**config.mk**
```make
export PLATFORM = sky130hd
export DESIGN_NAME = alu_arbiter_8bit
export DESIGN_NICKNAME = d
export VERILOG_FILES = /design/src/rtl/alu_arbiter_8bit.sv
export SDC_FILE = /design/constraint.sdc
export NUM_CORES = 1
export LEC_CHECK = 0
export BUFFER_PORTS_ARGS = -buffer_cell sky130_fd_sc_hd__buf_2
export CORE_AREA = 2 2 86 88
export CTS_BUF_LIST = sky130_fd_sc_hd__clkbuf_16
export DETAILED_ROUTE_END_ITERATION = 12
export DIE_AREA = 0 0 88 90
export PLACE_DENSITY = 0.64
export SLEW_MARGIN = 30
export SYNTH_ARGS = -nofsm -noshare
export SYNTH_HDL_FRONTEND = slang
export SYNTH_SLANG_ARGS = --single-unit
```
**constraint.sdc**
```tcl
create_clock -name clk -period 4.4 [get_ports clk]
set_clock_uncertainty 0.1 [all_clocks]
set_input_delay 0.44 -clock clk [delete_from_list [all_inputs] [get_ports clk]]
set_output_delay 0.44 -clock clk [all_outputs]
set_load 0.01 [all_outputs]
```
**src/rtl/alu_arbiter_8bit.sv**
```systemverilog
// Two-requester round-robin arbiter in front of a shared 8-bit ALU.
// Latency: grant at edge k, result in Y and ack pulse at edge k+1, back to IDLE at edge k+2.
// Backpressure: requesters hold req until ack; requests seen during EXEC/DONE wait for IDLE.
//
// Ports: clk, rst_n (sync, active-low); req0/op0/a0/b0 and req1/op1/a1/b1 request inputs;
//        ack0/ack1 one-cycle completion pulses; Y registered result; busy high in EXEC/DONE.
// Optional: define ALU_ARB_FLAGS_EN to add registered zf/cf/vf flag outputs.
module alu_arbiter_8bit #(
  parameter int WIDTH = 8
) (
  input  logic             clk,
  input  logic             rst_n,
  input  logic             req0,
  input  logic [2:0]       op0,
  input  logic [WIDTH-1:0] a0,
  input  logic [WIDTH-1:0] b0,
  input  logic             req1,
  input  logic [2:0]       op1,
  input  logic [WIDTH-1:0] a1,
  input  logic [WIDTH-1:0] b1,
  output logic             ack0,
  output logic             ack1,
  output logic [WIDTH-1:0] Y,
  output logic             busy
`ifdef ALU_ARB_FLAGS_EN
  ,
  output logic             zf,
  output logic             cf,
  output logic             vf
`endif
);

  typedef enum logic [1:0] {IDLE, EXEC, DONE} state_t;

  state_t           state, state_nxt;
  logic             owner;      // requester whose operands are latched
  logic             prio;       // requester preferred when both ask
  logic [2:0]       op_q;
  logic [WIDTH-1:0] a_q, b_q;
  logic             grant_vld;
  logic             grant_sel;
  logic [WIDTH-1:0] res;

  // Lone request wins outright; a tie goes to whoever was not granted last.
  always_comb begin
    grant_vld = req0 | req1;
    grant_sel = (req0 && req1) ? prio : req1;
  end

  always_comb begin
    state_nxt = state;
    case (state)
      IDLE:    if (grant_vld) state_nxt = EXEC;
      EXEC:    state_nxt = DONE;
      DONE:    state_nxt = IDLE;
      default: state_nxt = IDLE;
    endcase
  end

  always_comb begin
    res = '0;
    case (op_q)
      3'b000: res = a_q & b_q;
      3'b001: res = a_q | b_q;
      3'b010: res = a_q ^ b_q;
      3'b011: res = a_q + b_q;
      3'b100: res = a_q - b_q;
      3'b101: res = ~a_q;
      3'b110: res = {a_q[WIDTH-2:0], 1'b0};
      3'b111: res = {a_q[WIDTH-1], a_q[WIDTH-1:1]};
      default: res = '0;
    endcase
  end

`ifdef ALU_ARB_FLAGS_EN
  logic zf_nxt, cf_nxt, vf_nxt;

  // Carry of an unsigned add shows up as the wrapped sum being below an operand;
  // borrow of a subtract is simply a < b unsigned.
  always_comb begin
    zf_nxt = (res == '0);
    cf_nxt = 1'b0;
    vf_nxt = 1'b0;
    if (op_q == 3'b011) begin
      cf_nxt = (res < a_q);
      vf_nxt = (a_q[WIDTH-1] == b_q[WIDTH-1]) && (res[WIDTH-1] != a_q[WIDTH-1]);
    end else if (op_q == 3'b100) begin
      cf_nxt = (a_q < b_q);
      vf_nxt = (a_q[WIDTH-1] != b_q[WIDTH-1]) && (res[WIDTH-1] != a_q[WIDTH-1]);
    end
  end
`endif

  always_ff @(posedge clk) begin
    if (!rst_n) begin
      state <= IDLE;
      owner <= 1'b0;
      prio  <= 1'b0;
      op_q  <= '0;
      a_q   <= '0;
      b_q   <= '0;
      ack0  <= 1'b0;
      ack1  <= 1'b0;
      Y     <= '0;
`ifdef ALU_ARB_FLAGS_EN
      zf    <= 1'b0;
      cf    <= 1'b0;
      vf    <= 1'b0;
`endif
    end else begin
      state <= state_nxt;
      case (state)
        IDLE: begin
          if (grant_vld) begin
            owner <= grant_sel;
            prio  <= ~grant_sel;
            op_q  <= grant_sel ? op1 : op0;
            a_q   <= grant_sel ? a1  : a0;
            b_q   <= grant_sel ? b1  : b0;
          end
        end
        EXEC: begin
          Y    <= res;
          ack0 <= ~owner;
          ack1 <= owner;
`ifdef ALU_ARB_FLAGS_EN
          zf   <= zf_nxt;
          cf   <= cf_nxt;
          vf   <= vf_nxt;
`endif
        end
        default: begin
          ack0 <= 1'b0;
          ack1 <= 1'b0;
        end
      endcase
    end
  end

  assign busy = (state != IDLE);

endmodule

```
# Word-level counts from Yosys, hierarchy flattened
# Index checks and enable logic that the tools add are counted.
op_classes:
  add_sub_neg: 2
  n_eq_ne: 9
  mux: 9
  bitwise_logic: 7
  n_reduce_logical: 5
op_table:
  columns: ["cell", "count"]
  rows:
  - ["8-bit one-hot mux with 8 select lines", 1]
  - ["8-bit 2-to-1 mux", 2]
  - ["3-bit equality test (second input constant)", 4]
  - ["8-bit adder", 1]
  - ["8-bit AND", 1]
  - ["8-bit NOT", 1]
  - ["8-bit bitwise OR", 1]
  - ["8-bit subtractor", 1]
  - ["8-bit XOR", 1]
  - ["3-bit by 2-bit equality test with 1-bit output (second input constant)", 2]
  - ["1-bit one-hot mux with 2 select lines", 2]
  - ["2-bit one-hot mux with 2 select lines", 1]
  - ["3-bit by 1-bit equality test with 1-bit output (second input constant)", 1]
  - ["3-bit zero test", 1]
  - ["3-bit 2-to-1 mux", 1]
  - ["2-bit by 1-bit equality test with 1-bit output (second input constant)", 1]
  - ["2-bit zero test", 1]
  - ["2-bit 2-to-1 mux", 1]
  - ["2-bit inequality test (second input constant)", 1]
  - ["1-bit NOT", 2]
  - ["2-bit AND reduction", 1]
  - ["2-bit nonzero test", 1]
  - ["1-bit logical AND", 1]
  - ["1-bit 2-to-1 mux", 1]
  - ["1-bit bitwise OR", 1]
totals:
  register_bits: 33
  input_bits: 42
  output_inout_bits: 11
  wordCells: 41

# Logic depth before layout (Yosys ltp)
logic_depth:
  ltp_word: 3
  mapped_depth: 10
  ltp_nobuf: 10

# Worst setup path after synthesis
# OpenSTA, ideal clock, no wires.
synth_path:
  path_kind: "register to register"
  startpoint: "register op_q[2]"
  endpoint: "register Y[7]"
  t_arrival_ps: 2309
  required_time_ps: 4178
  setup_slack_ps: 1869
  path_stages_with_launch: 10
  synth_period_minus_slack_ps: 2531
  cell_sequence: "dfxtp_1 -> buf_4 -> nor3b_4 -> mux2i_1 -> ha_1 -> nand2b_1 -> a211oi_1 -> o41a_1 -> nor2b_1 -> a221o_1"
synth_between:
  elab_chain_len: 2
  word_cells_on_any_way: 9
  cone_classes: "7 x eq/ne; 1 x mux; 1 x reduce/logical"
synth_lines:
  columns: ["item", "line", "source"]
  rows:
  - ["from (decl)", "38", "logic [2:0] op_q;"]
  - ["from (signal assigned)", "117", "op_q <= grant_sel ? op1 : op0;"]
  - ["3-bit equality test, or another cell as far along", "62", "case (op_q)"]
  - ["8-bit one-hot mux with 8 select lines *", "62", null]
  - ["to (signal assigned)", "123", "Y <= res;"]
  - ["to (decl)", "23", "output logic [WIDTH-1:0] Y,"]
# Every way passes the cells marked *; elsewhere a longest branch is shown, timed or not.
# A chain may end at the register's enable or synchronous reset.

# Worst setup path after layout
# Ends and elaborated chain as after synthesis.

==> key figures <==
Route
  • Initial detailed-routing violation count: 168
  • Wire length per cell: 14.6 um
  • Drt total wl: 6330 um
  • Via count: 2283
  • DRT antenna net count: 0
  • Vias per cell: roughly 5.3
  • Post-route DRC violation count: 0
  • Drt pass-1 iters: 7

Timing
  • Tmin final: 2.92 ns
  • RSZ-0062 raised after global routing: no
  • Final setup TNS: 0 ns
  • Final setup viols: 0
  • Hold Violations, Final: 0
  • Pins Over Slew Limit: 0
  • Relative slew slack: 0.425
  • Fin Hold WS: between 0.2 and 0.3 ns
  • Fmax: 343 MHz
  • Worst Tran Pin Value: between 0.8 and 0.9 ns
  • Final period util: 0.663

CTS
  • Hold buffers post-CTS: 0
  • Total setup buffers inserted after CTS: 0
  • Clock sinks: 33
  • Max Root-Sink Buffers: 2
  • Clk slew on worst S/H paths: 0.06 ns
  • Resize count post-CTS: 0
  • CTS Root Cell: clkbuf_16
  • # H-tree levels: 2
  • Clock latency on the worst-skew pair: 0.28 ns
  • CTS buffer count: 5
  • TritonCTS clock tree: done

Yosys
  • Sequential share of the synthesized area: 0.276
  • Top cell type by total area after synthesis: dfxtp_1
  • Fraction of registers with async set or reset after synthesis: 0
  • Most used flip-flop cell after synthesis: dfxtp_1
  • Largest cells by area after synthesis: dfxtp_1, ha_1, a222oi_1
  • Syn Area/Cell: 8.20 um^2
  • Top cells by count, synth: nor2_1, dfxtp_1, ha_1, inv_1, a21oi_1
  • Most frequent cell after synthesis: nor2_1
  • Synth Instances: 292
  • Mapped Area: 2390 um^2
  • #FFs+latches synth: 33
  • YS warnings: 0
  • EDFF count, synth: 0
  • Syn Nets: 359
  • Share of the synthesized area in the top cell type: 0.276
  • Distinct cells, synth: 47

Placed design
  • Area after DPL: 2700 um^2
  • DPL Wire Length: between 4000 and 5000 um
  • Gpl congestion: 0.875
  • PortBufs: 52

Power
  • Max IR drop VDD: 0.000194 V
  • PwrDens: 379 nW/um^2
  • PnR Total Power: 1.08 mW
  • Pleak: 1.22 nW

Setup path
  • Worst-path fanout max: 29
  • Data required, critical path: between 4 and 5 ns
  • Worst setup path class: reg -> reg
  • Startpoint types: register
  • CP Capture Type: register
  • Arrival @ worst endpoint: 2.99 ns

Global route
  • Vias in the first global route: 2266
  • GR Util All Layers: 0.169
  • Grt total ovfl: 0
  • Largest net degree at the start of global routing: 31
  • Initial antenna violation count: 0
  • First-pass GRT wire length: between 10000 and 15000 um

Final layout
  • Area Growth Syn to Fin: 18.7%
  • Share of layout cells above drive strength 1: 0.221
  • Ant. Diodes: 0
  • Final #Nets: 401
  • Finished Cell Area: 2840 um^2

Status
  • Run status: complete, no violations

Flow run
  • Max cap viols: 0

Floorplan
  • DIE AREA: 7920 um^2
  • Die Height: 90 um
  • I/O Pins: 53
  • Core area: 7020 um^2
  • Initial Utilization: 0.341
  • FP Rows: 31
  • DIE WIDTH: 88 um

Hold path
  • Worst min-delay path class: in -> reg
path summary, 6_finish.rpt:
| kind | start | endpoint | slack [ns] | depth (start not counted) |
|---|---|---|---|---|
| worst min-delay path | a0[7] | a_q[7] | 0.29 | 3 |
| worst max-delay path | op_q[2] | Y[7] | 1.48 | 9 |
| worst min register to register | Y[2] | Y[2] | 0.36 | 2 |
| worst max register to register | op_q[2] | Y[7] | 1.48 | 9 |
state kept, by name (all words and copies together) (netlist names):
signal	cells
owner	1
a_q	8
op_q	3
ack0	1
prio	1
b_q	8
Y	8
state	2
ack1	1
report_power, final:
group / leakage [nW] / switching [mW] / internal, mW
clock: 0.0696 / 0.132 / 0.207
sequential: 0.271 / 0.0315 / 0.326
combinational: 0.884 / 0.209 / 0.170
total: 1.22 / 0.373 / 0.704
through the flow:
stage	std cells	setup WS (ns)	util
global route	434	1.30	0.405
finish	434	1.48	0.405
CTS	434	1.49	0.405
detailed placement	426	1.50	0.384
floorplan	292	1.87	-
global placement	426	1.60	0.384
worst max-delay path: stages, from the launching register on:
cell and delay (ns):
dfxtp_1 0.30, buf_4 0.28, nor3b_4 0.41, mux2i_1 0.37, ha_1 0.29, nand2b_1 0.10
a211oi_1 0.10, o41a_1 0.41, nor2b_1 0.14, a221o_1 0.30
logic make-up (layout without fill, tap and decap cells):
kind of cell / Yosys count / count (layout) / share of synthesized area
flip-flops: 33 / 33 / 0.276
AO/OA/AOI/OAI: 82 / 82 / 0.252
buffers and inverters: 45 / 88 / 0.0846
XOR/XNOR: 11 / 11 / 0.0434
adder cells (fa/ha/maj): 25 / 25 / 0.134
multiplexers: 8 / 8 / 0.0397
AND/OR/NAND/NOR: 88 / 88 / 0.171
cell type report:
cell class	instances	area [um^2]
inverters	24	90.1
clock inverters	3	17.5
well taps	99	124
multi-input cells	214	1530
clock buffers	5	125
repair buffers	56	290
flip-flops and latches	33	661
fillers	737	4180
layer usage:
metal / track usage / share of wire / up-vias
li1: - / - / 1146
met1: 0.228 / 0.46 / 1051
met2: 0.260 / 0.45 / 72
met3: 0.0514 / 0.070 / 14
met4: 0.0474 / 0.019 / 0
met5: 0 / 0 / -
cells in the final DEF, fill, tap and decap left out, drive strengths merged, types with 5 or more instances in the layout:
cell and n:
buf 56, nor2 43, dfxtp 33, inv 24, ha 24, a21oi 20
a222oi 19, o21ai 16, nand2 15, xnor2 10, nand3 7, a31oi 6
mux2i 5, nor3 5, a221oi 5, nand2b 5, clkbuf 5
Power figures use the tool's default switching activity.
